### config.mk
export PLATFORM = sky130hd
export DESIGN_NAME = wdt_counter
export DESIGN_NICKNAME = d
export VERILOG_FILES = /design/src/rtl/wdt_counter_pkg.sv /design/src/rtl/wdt_counter_rst_pulse.sv /design/src/rtl/wdt_counter.sv
export SDC_FILE = /design/constraint.sdc
export NUM_CORES = 1
export LEC_CHECK = 0
export CELL_PAD_IN_SITES_DETAIL_PLACEMENT = 1
export CELL_PAD_IN_SITES_GLOBAL_PLACEMENT = 1
export CORE_ASPECT_RATIO = 0.6
export CORE_MARGIN = 1.5
export CORE_UTILIZATION = 35
export CTS_CLUSTER_DIAMETER = 150
export CTS_CLUSTER_SIZE = 30
export DETAILED_ROUTE_END_ITERATION = 6
export PLACE_DENSITY_LB_ADDON = 0.1
export SYNTH_ARGS = -nofsm -noshare
export SYNTH_HDL_FRONTEND = slang
export SYNTH_SLANG_ARGS = --single-unit
### constraint.sdc
create_clock -name pclk -period 3 [get_ports pclk]
set_input_delay 0.6 -clock pclk [delete_from_list [all_inputs] [get_ports pclk]]
set_output_delay 0.6 -clock pclk [all_outputs]
set_load 0.1 [all_outputs]
### src/rtl/wdt_counter_pkg.sv
// wdt_counter_pkg: shared WDT parameters and state encodings
package wdt_counter_pkg;

    localparam int WDT_DEF_CNT_WIDTH = 32;
    localparam int WDT_RPL_WIDTH     = 8;

    typedef enum logic [1:0] {
        WDT_IDLE  = 2'd0,
        WDT_COUNT = 2'd1,
        WDT_INTP  = 2'd2,
        WDT_RSTP  = 2'd3
    } wdt_state_e;

endpackage

### src/rtl/wdt_counter_rst_pulse.sv
// wdt_rst_pulse: loadable down-counter producing a registered len+1 cycle reset pulse
module wdt_rst_pulse
    import wdt_counter_pkg::*;
(
    input  logic                     pclk,
    input  logic                     preset,
    input  logic                     start,
    input  logic [WDT_RPL_WIDTH-1:0] len,
    output logic                     pulse
);

    logic                     active_q, active_d;
    logic [WDT_RPL_WIDTH-1:0] left_q, left_d;

    // start arms the pulse with len remaining; it drops once the count is exhausted
    always_comb begin
        active_d = active_q;
        left_d   = left_q;
        if (start) begin
            active_d = 1'b1;
            left_d   = len;
        end else if (active_q) begin
            if (left_q == '0) active_d = 1'b0;
            else left_d = left_q - WDT_RPL_WIDTH'(1);
        end
    end

    // pulse state register
    always_ff @(posedge pclk) begin
        if (preset) begin
            active_q <= 1'b0;
            left_q   <= '0;
        end else begin
            active_q <= active_d;
            left_q   <= left_d;
        end
    end

    assign pulse = active_q;

endmodule

### src/rtl/wdt_counter.sv
// wdt_counter: watchdog down-counter with interrupt-then-reset response
module wdt_counter
    import wdt_counter_pkg::*;
#(
    parameter int WDT_CNT_WIDTH = WDT_DEF_CNT_WIDTH
) (
    input  logic                     pclk,
    input  logic                     preset,
    input  logic                     clk_en,
    input  logic                     wdt_en,
    input  logic [WDT_CNT_WIDTH-1:0] top,
    input  logic                     restart,
    input  logic                     eoi_en,
    input  logic                     rmod,
    input  logic [WDT_RPL_WIDTH-1:0] rpl,
    output logic [WDT_CNT_WIDTH-1:0] cnt,
    output logic                     wdt_int,
    output logic                     wdt_sys_rst
);

    wdt_state_e               state_q, state_d;
    logic [WDT_CNT_WIDTH-1:0] cnt_q, cnt_d;
    logic                     int_q, int_d;
    logic                     start;
    logic                     pulse;
    logic                     timeout;

    assign timeout = clk_en && (cnt_q == '0);

    wdt_rst_pulse u_rst_pulse (
        .pclk   (pclk),
        .preset (preset),
        .start  (start),
        .len    (rpl),
        .pulse  (pulse)
    );

    // next state: disable beats restart beats eoi beats timeout; the counter never wraps
    always_comb begin
        state_d = state_q;
        cnt_d   = cnt_q;
        int_d   = int_q;
        start   = 1'b0;
        case (state_q)
            WDT_IDLE: begin
                if (wdt_en) begin
                    cnt_d   = top;
                    state_d = WDT_COUNT;
                end
            end
            WDT_COUNT, WDT_INTP: begin
                if (!wdt_en) begin
                    int_d   = 1'b0;
                    state_d = WDT_IDLE;
                end else if (restart) begin
                    cnt_d   = top;
                    int_d   = 1'b0;
                    state_d = WDT_COUNT;
                end else if (state_q == WDT_INTP && eoi_en) begin
                    int_d   = 1'b0;
                    state_d = WDT_COUNT;
                    if (clk_en && cnt_q != '0) cnt_d = cnt_q - WDT_CNT_WIDTH'(1);
                end else if (timeout) begin
                    if (state_q == WDT_COUNT && rmod) begin
                        int_d   = 1'b1;
                        cnt_d   = top;
                        state_d = WDT_INTP;
                    end else begin
                        start   = 1'b1;
                        state_d = WDT_RSTP;
                    end
                end else if (clk_en) begin
                    cnt_d = cnt_q - WDT_CNT_WIDTH'(1);
                end
            end
            WDT_RSTP: begin
                if (!pulse) begin
                    int_d   = 1'b0;
                    cnt_d   = top;
                    state_d = wdt_en ? WDT_COUNT : WDT_IDLE;
                end
            end
            default: state_d = WDT_IDLE;
        endcase
    end

    // state, count and interrupt registers
    always_ff @(posedge pclk) begin
        if (preset) begin
            state_q <= WDT_IDLE;
            cnt_q   <= '0;
            int_q   <= 1'b0;
        end else begin
            state_q <= state_d;
            cnt_q   <= cnt_d;
            int_q   <= int_d;
        end
    end

    assign cnt         = cnt_q;
    assign wdt_int     = int_q;
    assign wdt_sys_rst = pulse;

endmodule

# Word-level counts from Yosys, hierarchy flattened
# Index checks and enable logic that the tools add are counted.
# word_totals
inputBits	47
memories	0
ff_bits	44
elab_cells	72
ramBits	0
romBits	0
latch_bits	0
# op_classes
order_cmp	0
n_mux	38
n_bitwise	0
addsub	2
n_div	0
n_eq_ne	12
n_mul	0
n_reduce_logical	15
shift	0
# op_table
cell	count
$mux 32	9
$pmux 32 s3	1
$logic_not 32->1	1
$reduce_bool 32->1	1
$sub 32x1->32 const B	1
$mux 8	3
$ne 5x5->1 const B	4
$mux 1	17
$mux 2	6
$logic_not 8->1	1
$ne 2x2->1 const B	4
$sub 8x1->8 const B	1
$pmux 2 s3	1
$reduce_and 6->1	1
$eq 2x2->1 const B	2
$logic_and 1x1->1	4
$ne 4x4->1 const B	1
$reduce_and 4->1	1
$reduce_bool 2->1	2
$reduce_and 3->1	1
$eq 2x1->1 const B	1
$logic_not 2->1	1
$pmux 1 s2	1
$reduce_and 2->1	1
$reduce_or 2->1	1

# Depth between registers and ports, before layout
# Gate-level depths: netlist of the first run.
# logic_depth
word_depth	10
ltp_mapped	10
ltp_nobuf	8

# Hierarchy
# Synthesis of the first run repeated with hierarchy kept, for this count alone.
# hier_totals
hier_cells	377
hier_area_um2	3064.2
# modules_own_cells
module	area_each_um2	seq_area_each_um2	instances	cells_per_inst
wdt_counter	2486.1	700.7	1	309
wdt_rst_pulse	578.1	180.2	1	68

# Worst setup path after synthesis of the first run
# OpenSTA, ideal clock, no wires.
# synth_path
path_type	register -> register
from	register cnt_q[0] (netlist: cnt[0])
to	register cnt_q[17] (netlist: cnt[17])
arrival_time_ps	2872
setup_ps	123
stages_incl_launch_ff	11
slack_ps	5
n_path_buf	2
cell_sequence	dfxtp_1 inv_1 ha_1 or4b_2 nor2_4 nand3_2 o221a_2 buf_2 nand2_2 buf_2 o21ai_0
# synth_between
elab_chain_len	7
elab_cells_between_ends	16
cone_classes	add/sub (1); eq/ne (3); mux (7); reduce/logical (5)
# synth_rtl
element	line_no	source
from (decl)	wdt_counter.sv:22	logic [WDT_CNT_WIDTH-1:0] cnt_q, cnt_d;
from (signal assigned)	wdt_counter.sv:95	cnt_q <= cnt_d;
$sub 32x1->32 or $logic_not 32->1 (tied branches)	wdt_counter.sv:62, wdt_counter.sv:73, wdt_counter.sv:28	
$mux 32 or $logic_and 1x1->1 (tied branches)	wdt_counter.sv:72, wdt_counter.sv:28	
$mux 32	wdt_counter.sv:63	end else if (timeout) begin
$mux 32	wdt_counter.sv:59	end else if (state_q == WDT_INTP && eoi_en) begin
$mux 32	wdt_counter.sv:55	end else if (restart) begin
$mux 32	wdt_counter.sv:52	if (!wdt_en) begin
$pmux 32 s3	wdt_counter.sv:44	case (state_q)
# Several ways; a longest one is shown, not always the timed one. The select of a mux whose other input is x is not followed.
# A chain may end at the register's enable or synchronous reset.

# Worst setup path in the final report of the first run
# layout_path
from	register cnt_q[0] (netlist: cnt[0])
to	register cnt_q[8] (netlist: cnt[8])
# Same word-level chain as after synthesis.

==> run summary, run 1 <==
Vias in the first global route -> 3,191
Starting Density -> 0.365
Pins Over Slew Limit -> 0
Worst slack, placed -> 0.0572 ns
DR vias/cell -> 5.62
Commonest non-fill, non-tap cell in the layout -> buf_4
Post-synth EDFFs -> 0
Hold_buf cts -> 0
Top post-synthesis cells by area -> dfxtp_1 (30%), a21oi_1 (8.5%), o32ai_1 (4.8%)
YS warnings -> 0
Sw frac -> 0.453
Antenna violations before repair -> 0
Worst vdd ir -> 0.246 mV
Die width -> 120 µm
Detailed Route Iter0 Violations -> 139
Fillers -> 983
Clock Sinks -> 44
Post-CTS sizing -> 0
Yosys top cell by area -> dfxtp_1
Slew margin rel. -> 0.497
Detailed placement HPWL -> 7790 µm
Comb power frac -> 0.464
RSZ-0062 raised after global routing -> false
Final hold vios -> 0
Area Overhead vs Synth -> 37.4%
CTS clk-pin slew, worst paths -> 0.06 ns
Final Setup Violations -> 0
Worst Setup End Kind -> register
# rows -> 25
Max Fclk -> 0.365 GHz
Most frequent cells in the layout -> buf_4 (51), a21oi_1 (49), clkdlybuf4s50_1 (46)
Layout cells sized above 1 -> 0.167
DRT antenna net count -> 0
Async SR Flop Fraction -> 0
Via count -> 3,194
Pint -> 1310 µW
First-pass GRT wire length -> 16,900 µm
Syn_nets -> 430
Largest buffer count on any clock path -> 2
PortBufs -> 80
Grt total ovfl -> 0
CP startpoint kind -> register
Die height -> 73.5 µm
Largest net degree at the start of global routing -> 40
Mapped Avg Cell Area -> 7.73 µm²
Core area -> 7950 µm²
Remaining routing DRC violations -> 0
CTS tree -> built
Power Density -> 600 nW/µm²
GP Congestion -> 0.845
Seq/Total Area, Yosys -> 0.304
Root Buffer -> clkbuf_16
Most used DFF post-synth -> dfxtp_1
Synthesized area -> 2900 µm²
Layout Nets -> 514
Final WL -> 10,500 µm
Worst hold path type -> reg -> reg
Clk pwr share -> 0.237
Maximum fanout along the worst path -> 17
Worst Path Required -> 3.16 ns
GRT Total Usage -> 0.248
Top cell type's share of synthesized area -> 0.304
Ant. Diodes -> 0
CP Class -> reg -> reg
WHS -> 0.513 ns
Pleak -> 0.00153 µW
Status -> completed
Drt pass-1 iters -> 4
Setup WS post-layout -> 0.259 ns
TritonCTS buffer count -> 5
Min Tclk post-route -> 2.74 ns
Yosys reg bits -> 44
Distinct cells, synth -> 53
Skew-Pair Late Insertion Delay -> 0.29 ns
IO Count -> 81
H-tree levels -> 2
Total die area -> 8850 µm²
Core Util, Final -> 0.501
Setup tns final -> 0 ns
Max-cap violations -> 0
Critical Path AT -> 2.90 ns
Flop pwr share -> 0.299
Number of post-CTS setup repair buffers -> 0
Worst Tran Pin Value -> 0.748 ns
NetSw -> 1080 µW
Syn Inst Count -> 375
Clock skew -> 0.00494 ns
Fin crit share -> 0.914
Fin area -> 3980 µm²
Placed cell area -> 3830 µm²
Avg WL per Cell -> 18.5 µm
cell type report:
cell class	count	area (µm²)	share of cell area
Multi-Input combinational cell	277	1780	0.448
Timing Repair Buffer	101	923	0.232
Sequential cell	44	881	0.221
Clock buffer	8	146	0.0368
Tap cell	108	135	0.0339
Inverter	30	113	0.0283
state kept, by name, indices dropped and copies added (netlist names):
name / cells
wdt_int: 1
state_q: 2
u_rst_pulse.pulse: 1
cnt: 32
u_rst_pulse.left_q: 8
synthesized netlist by cell type, types with 4 or more instances:
master and number:
clkbuf_1 10, nand2_1 17, nor2_1 35, a21oi_1 49, o211ai_1 9, inv_1 30, a211oi_1 13, dfxtp_1 44
o32ai_1 16, nand4_1 6, or4_1 6, nand3_1 8, o21ai_0 17, nor4_1 14, buf_2 11, xor2_1 4
or3_1 7, ha_1 8, nor3_1 15
cell families (layout without fill, tap and decap cells):
group                    count (synthesis)  after routing  share of synthesized area
AO/OA/AOI/OAI                          131            131                      0.305
AND/OR/NAND/NOR                        128            128                      0.242
buffers and inverters                   54            139                     0.0825
flip-flops                              44             44                      0.304
adder cells (fa/ha/maj)                  8              8                     0.0345
XOR/XNOR                                 7              7                     0.0212
multiplexers                             3              3                     0.0104
power groups by stage:
stage / combinational (µW) / clock [µW] / sequential (µW)
floorplan: 397 / 0 / 1070
global placement: 1080 / 0 / 721
detailed placement: 1100 / 0 / 725
CTS: 1100 / 577 / 712
global route: 1180 / 601 / 723
finish: 1110 / 566 / 714
final timing paths:
check,cells after the start,end,from,slack (ns)
worst max-delay path,9,cnt[8],cnt[0],0.26
worst min-delay path,2,cnt[19],cnt[19],0.51
worst max register to register,9,cnt[8],cnt[0],0.26
worst min register to register,2,cnt[19],cnt[19],0.51
layer usage:
layer  GRT usage  vias to the layer above  part of all wire
li1            -                     1569                 -
met1       0.355                     1528              0.52
met2       0.362                       87              0.41
met3      0.0629                       10             0.062
met4      0.0810                        0             0.011
met5           0                        -                 0
worst max-delay path: stages (launching register included):
cell and delay, ns:
dfxtp_1 0.33, inv_1 0.10, ha_1 0.22, or4b_2 0.70, nor2_4 0.15, nand3_2 0.19, o221a_2 0.38, nand2_2 0.25
buf_12 0.19, o32ai_1 0.09
through the flow:
step	total power (µW)	std cells
2_1_floorplan	1470	375
3_3_place_gp	1800	560
3_5_place_dp	1820	560
4_1_cts	2390	568
5_1_grt	2500	568
6_report	2390	568
Power figures use the tool's default switching activity.
==> inputs of run 2 (changes only) <==
==> constraint.sdc (replaced) <==
create_clock -name pclk -period 3 [get_ports pclk]
set_input_delay 0.9 -clock pclk [delete_from_list [all_inputs] [get_ports pclk]]
set_output_delay 0.9 -clock pclk [all_outputs]
set_load 0.1 [all_outputs]
==> run summary, run 2 (synthesis gave the netlist of run 1 again) <==
Clock skew -> 0.00335 ns
Non-filler instance count after layout -> 571
Max Fclk -> 0.357 GHz
Via count -> 3,249
PortBufs -> 80
FF-to-FF path depth -> 9
Worst hold path cell count -> 2
Final hold vios -> 0
CP startpoint kind -> register
Remaining routing DRC violations -> 0
Clock Sinks -> 44
R2r startpoint -> cnt[0]
WL met1 -> 5510 µm
Avg WL per Cell -> 18.2 µm
Root Buffer -> clkbuf_16
Min Tclk post-route -> 2.80 ns
Post-CTS sizing -> 0
Largest buffer count on any clock path -> 2
RSZ-0062 raised after global routing -> false
Area Overhead vs Synth -> 38.6%
First-pass GRT wire length -> 16,800 µm
Die width -> 120 µm
Worst Path Required -> 3.18 ns
Crit-path most repeated cell -> o221a_2
Number of post-CTS setup repair buffers -> 0
Most frequent cells in the layout -> buf_4 (55), a21oi_1 (49), clkdlybuf4s50_1 (46)
DR WL met3 -> 454 µm
Slowest stage delay, CP -> 0.71 ns
CTS tree -> built
Placed instance count -> 564
GRT Total Usage -> 0.243
TritonCTS buffer count -> 5
Core area -> 7950 µm²
Worst hold path type -> reg -> reg
Worst Setup End Kind -> register
Maximum fanout along the worst path -> 9
WHS -> 0.501 ns
Setup WS post-layout -> 0.198 ns
Largest net degree at the start of global routing -> 35
Max-cap violations -> 0
Pleak -> 0.00155 µW
Critical Path AT -> 2.99 ns
Final Setup Violations -> 0
Hold_buf cts -> 0
Die height -> 73.5 µm
Slew margin rel. -> 0.469
Detailed placement HPWL -> 7680 µm
Drt pass-1 iters -> 4
DR top layer -> met4
Vias in the first global route -> 3,199
HP Start -> wdt_int
Layout cells sized above 1 -> 0.177
Skew-Pair Late Insertion Delay -> 0.29 ns
Antenna violations before repair -> 0
Pins Over Slew Limit -> 0
# rows -> 25
Layout Nets -> 518
Fillers -> 980
Total die area -> 8850 µm²
Fin crit share -> 0.934
Worst slack, placed -> -0.00326 ns
Detailed Route Iter0 Violations -> 178
DRT antenna net count -> 0
Final WL -> 10,400 µm
GP Congestion -> 0.819
Max reg flops -> 32
R2R Path End -> cnt[12]
DR WL met2 -> 4380 µm
Commonest non-fill, non-tap cell in the layout -> buf_4
Grt total ovfl -> 0
Worst Tran Pin Value -> 0.788 ns
CTS clk-pin slew, worst paths -> 0.06 ns
IO Count -> 81
Worst vdd ir -> 0.254 mV
H-tree levels -> 2
Starting Density -> 0.365
CP Class -> reg -> reg
Internal reg-to-reg setup slack -> 0.20 ns
Worst Hold Path EP -> wdt_int
Ant. Diodes -> 0
Slowest CP cell -> or4b_2
Status -> completed
Cells along the critical path -> inv_1 -> ha_1 -> or4b_2 -> nor2_4 -> nand3_2 -> o221a_2 -> buf_4 -> o21a_1 -> o221a_2
Power consumption -> 2420 µW
Power Density -> 602 nW/µm²
DR vias/cell -> 5.69
run 2: cell types whose count changed in the layout (fill, tap and decap cells not counted):
cell / change
clkbuf_1: -2
clkbuf_8: +1
buf_4: +4
run 2: cell type report:
type	instances	area, µm²	area share
Multi-Input combinational cell	277	1780	0.444
Inverter	30	113	0.0280
Clock buffer	7	153	0.0380
Tap cell	108	135	0.0336
Sequential cell	44	881	0.219
Timing Repair Buffer	105	953	0.237
run 2: power by group:
part | internal, µW | switching [µW] | leakage [µW]
Sequential | 639 | 74.5 | 0.000361
Clock | 350 | 236 | 0.0000760
Combinational | 345 | 773 | 0.00112
Total | 1330 | 1080 | 0.00155
run 2: layer usage:
| layer | global-route usage | up-vias |
|---|---|---|
| met2 | 0.367 | 71 |
| met1 | 0.359 | 1591 |
| met5 | 0 | - |
| met3 | 0.0458 | 6 |
| met4 | 0.0497 | 0 |
| li1 | - | 1581 |
run 2: metrics by stage:
| stage | setup TNS (ns) | util | instance area (µm²) |
|---|---|---|---|
| after floorplan | 0 | - | 2900 |
| after global placement | 0 | 0.486 | 3860 |
| after detailed placement | -0.00326 | 0.486 | 3860 |
| after CTS | 0 | 0.505 | 4010 |
| after global routing | 0 | 0.506 | 4020 |
| final | 0 | 0.506 | 4020 |
run 2: critical path: cells and delay by family, from the launching register on:
| family | cells | cell delay, ns |
|---|---|---|
| DFF | 1 | 0.34 |
| buffers and inverters | 2 | 0.29 |
| and+or+nand+nor | 3 | 1.06 |
| AOI/OAI and AO/OA | 3 | 0.78 |
| adders and majority gates | 1 | 0.23 |
run 2: worst max path at each step:
stage | depth (start not counted) | start | endpoint
floorplan | 10 | cnt[0] | cnt[17]
global placement | 9 | clk_en | cnt[21]
detailed placement | 9 | clk_en | cnt[17]
CTS | 7 | cnt[0] | u_rst_pulse.left_q[5]
global route | 9 | cnt[0] | cnt[12]
finish | 9 | cnt[0] | cnt[12]
==> inputs of run 3 (changes only) <==
ABC_AREA = 1   (was not set)
CORE_UTILIZATION = 34   (was 35)
clock period = 3.17 ns   (was 3 ns; I/O delays follow)
==> run summary, run 3 <==
Status -> completed
Placed instance count -> 783
Core Util, Final -> 0.448
Max-cap violations -> 0
Internal reg-to-reg setup slack -> 0.70 ns
Clock Sinks -> 44
Root Buffer -> clkbuf_16
Post-synth EDFFs -> 0
Skew-Pair Late Insertion Delay -> 0.29 ns
HP Start -> u_rst_pulse.left_q[4]
Power Density -> 965 nW/µm²
Worst Path Required -> 3.34 ns
CP startpoint kind -> input pin
Antenna violations before repair -> 0
Fillers -> 1,323
Clock skew -> 0.00326 ns
Post-synth top cells -> nand2_1 (175), nor2_1 (114), inv_1 (60), dfxtp_1 (44), nand3_1 (44)
CTS clk-pin slew, worst paths -> 0.07 ns
Starting Density -> 0.347
Top cell type's share of synthesized area -> 0.259
Yosys top cell by area -> dfxtp_1
Worst Hold Path EP -> u_rst_pulse.left_q[4]
Min Tclk post-route -> 2.86 ns
Worst Setup End Kind -> register
PortBufs -> 80
H-tree levels -> 2
Area Overhead vs Synth -> 29.0%
Vias in the first global route -> 3,886
# rows -> 28
Remaining routing DRC violations -> 0
Most frequent cell after synthesis -> nand2_1
Core area -> 9810 µm²
YS warnings -> 0
Worst vdd ir -> 0.474 mV
Worst path top cell family by delay -> simple AND/OR/NAND/NOR gates
Crit-path most repeated cell -> nand2_1
Distinct cells, synth -> 30
Fin crit share -> 0.902
Worst hold path cell count -> 2
Pins Over Slew Limit -> 0
Via count -> 3,838
Cells along the critical path -> clkdlybuf4s50_1 -> nand2_1 -> inv_1 -> nor2_1 -> nand3_1 -> nor2_1 -> nand3_1 -> nand2_1 -> inv_1 -> nand2_1 -> a21oi_1
GP Congestion -> 0.822
Detailed Route Iter0 Violations -> 105
Drt pass-1 iters -> 4
Ant. Diodes -> 0
Max reg flops -> 32
Power consumption -> 4240 µW
Detailed placement HPWL -> 8830 µm
Grt total ovfl -> 0
Max Fclk -> 0.350 GHz
IO Count -> 81
Async SR Flop Fraction -> 0
Slowest stage delay, CP -> 0.41 ns
Most frequent cells in the layout -> nand2_1 (175), nor2_1 (114), inv_1 (60)
Top post-synthesis cells by area -> dfxtp_1 (26%), nand2_1 (19%), nor2_1 (13%)
Setup tns final -> 0 ns
Die height -> 80.5 µm
Slew margin rel. -> 0.647
Seq/Total Area, Yosys -> 0.259
Final Setup Violations -> 0
R2R Path End -> u_rst_pulse.left_q[6]
Final WL -> 11,600 µm
Critical Path AT -> 3.03 ns
RSZ-0062 raised after global routing -> false
CP Buf/Inv Count -> 3
CP Class -> in -> reg
DR vias/cell -> 4.85
Final hold vios -> 0
First-pass GRT wire length -> 19,300 µm
Maximum fanout along the worst path -> 16
Worst Tran Pin Value -> 0.528 ns
Die width -> 132 µm
Total die area -> 10,600 µm²
Worst hold path type -> reg -> reg
Slowest CP cell -> nand3_1
TritonCTS buffer count -> 5
Avg WL per Cell -> 14.6 µm
DRT antenna net count -> 0
Number of post-CTS setup repair buffers -> 0
Syn Inst Count -> 582
FF-to-FF path depth -> 12
Most used DFF post-synth -> dfxtp_1
R2r startpoint -> state_q[0]
Pleak -> 0.00221 µW
Post-CTS sizing -> 0
Synthesized area -> 3410 µm²
Syn_nets -> 637
Yosys reg bits -> 44
Layout Nets -> 710
Non-filler instance count after layout -> 791
Largest buffer count on any clock path -> 2
GRT Total Usage -> 0.225
Layout cells sized above 1 -> 0.0960
Hold_buf cts -> 0
Largest net degree at the start of global routing -> 38
Mapped Avg Cell Area -> 5.85 µm²
Commonest non-fill, non-tap cell in the layout -> nand2_1
CTS tree -> built
[run 3: cell count changes after synthesis, sizes merged, moves of 11 or more]
cell	before	now
o21ai	20	31
o32ai	16	0
nand2	18	180
inv	30	61
a21oi	49	25
nor4	16	0
nor3	15	2
xor2	4	22
nor2	36	120
nand3	9	45
a211oi	13	0
[run 3: stage by stage]
stage          area [µm²]  setup WS [ns]  hold slack (ns)
2_1_floorplan        3410          0.583            0.453
3_3_place_gp         4250          0.203            0.483
3_5_place_dp         4250         0.0317            0.499
4_1_cts              4400          0.315            0.509
5_1_grt              4400         0.0647            0.534
6_report             4400          0.310            0.503
[run 3: kinds of logic (layout without fill, tap and decap cells)]
| logic type | after synthesis | count (layout) | synth area share |
|---|---|---|---|
| simple gates | 356 | 356 | 0.435 |
| buf+inv | 83 | 157 | 0.105 |
| flops | 44 | 44 | 0.259 |
| compound gates | 58 | 58 | 0.0867 |
| fa+ha+maj | 8 | 8 | 0.0294 |
| xor+xnor | 33 | 33 | 0.0848 |
[run 3: area by class of cell]
class / instances / area, µm² / share of cell area
repair buffers: 87 / 793 / 0.180
clock inverters: 2 / 10.0 / 0.00228
clock buffers: 6 / 139 / 0.0316
inverters: 62 / 233 / 0.0529
well taps: 135 / 169 / 0.0384
multi-input cells: 455 / 2170 / 0.494
flip-flops and latches: 44 / 881 / 0.200
[run 3: power breakdown]
group	internal, µW	switching [µW]
registers	699	218
logic	734	2030
clock network	312	247
[run 3: worst max path at each step]
| stage | startpoint | to | slack, ns | cells past startpoint |
|---|---|---|---|---|
| 6_report | eoi_en | u_rst_pulse.left_q[6] | 0.31 | 11 |
| 5_1_grt | eoi_en | u_rst_pulse.left_q[3] | 0.06 | 11 |
| 4_1_cts | eoi_en | u_rst_pulse.left_q[6] | 0.31 | 11 |
| 3_5_place_dp | eoi_en | u_rst_pulse.left_q[6] | 0.03 | 11 |
| 3_3_place_gp | eoi_en | u_rst_pulse.left_q[2] | 0.20 | 11 |
| 2_1_floorplan | cnt[0] | cnt[29] | 0.58 | 13 |
[run 3: per-layer routing]
| layer | part of all wire | GRT usage | up-vias |
|---|---|---|---|
| met5 | 0 | 0 | - |
| met4 | 0.0051 | 0.0330 | 0 |
| met3 | 0.042 | 0.0404 | 6 |
| met2 | 0.43 | 0.372 | 78 |
| met1 | 0.53 | 0.312 | 1804 |
| li1 | - | - | 1950 |
[run 3: worst reg2reg max path, stage by stage, from the launching register on]
cell and delay [ns]:
dfxtp_1 0.36, inv_1 0.12, ha_1 0.21, nand2_1 0.14, inv_1 0.06, nor2_1 0.21
nand3_1 0.17, nor2_1 0.17, nand3_1 0.41, nand2_1 0.21, inv_1 0.13, nand2_1 0.09
a21oi_1 0.07
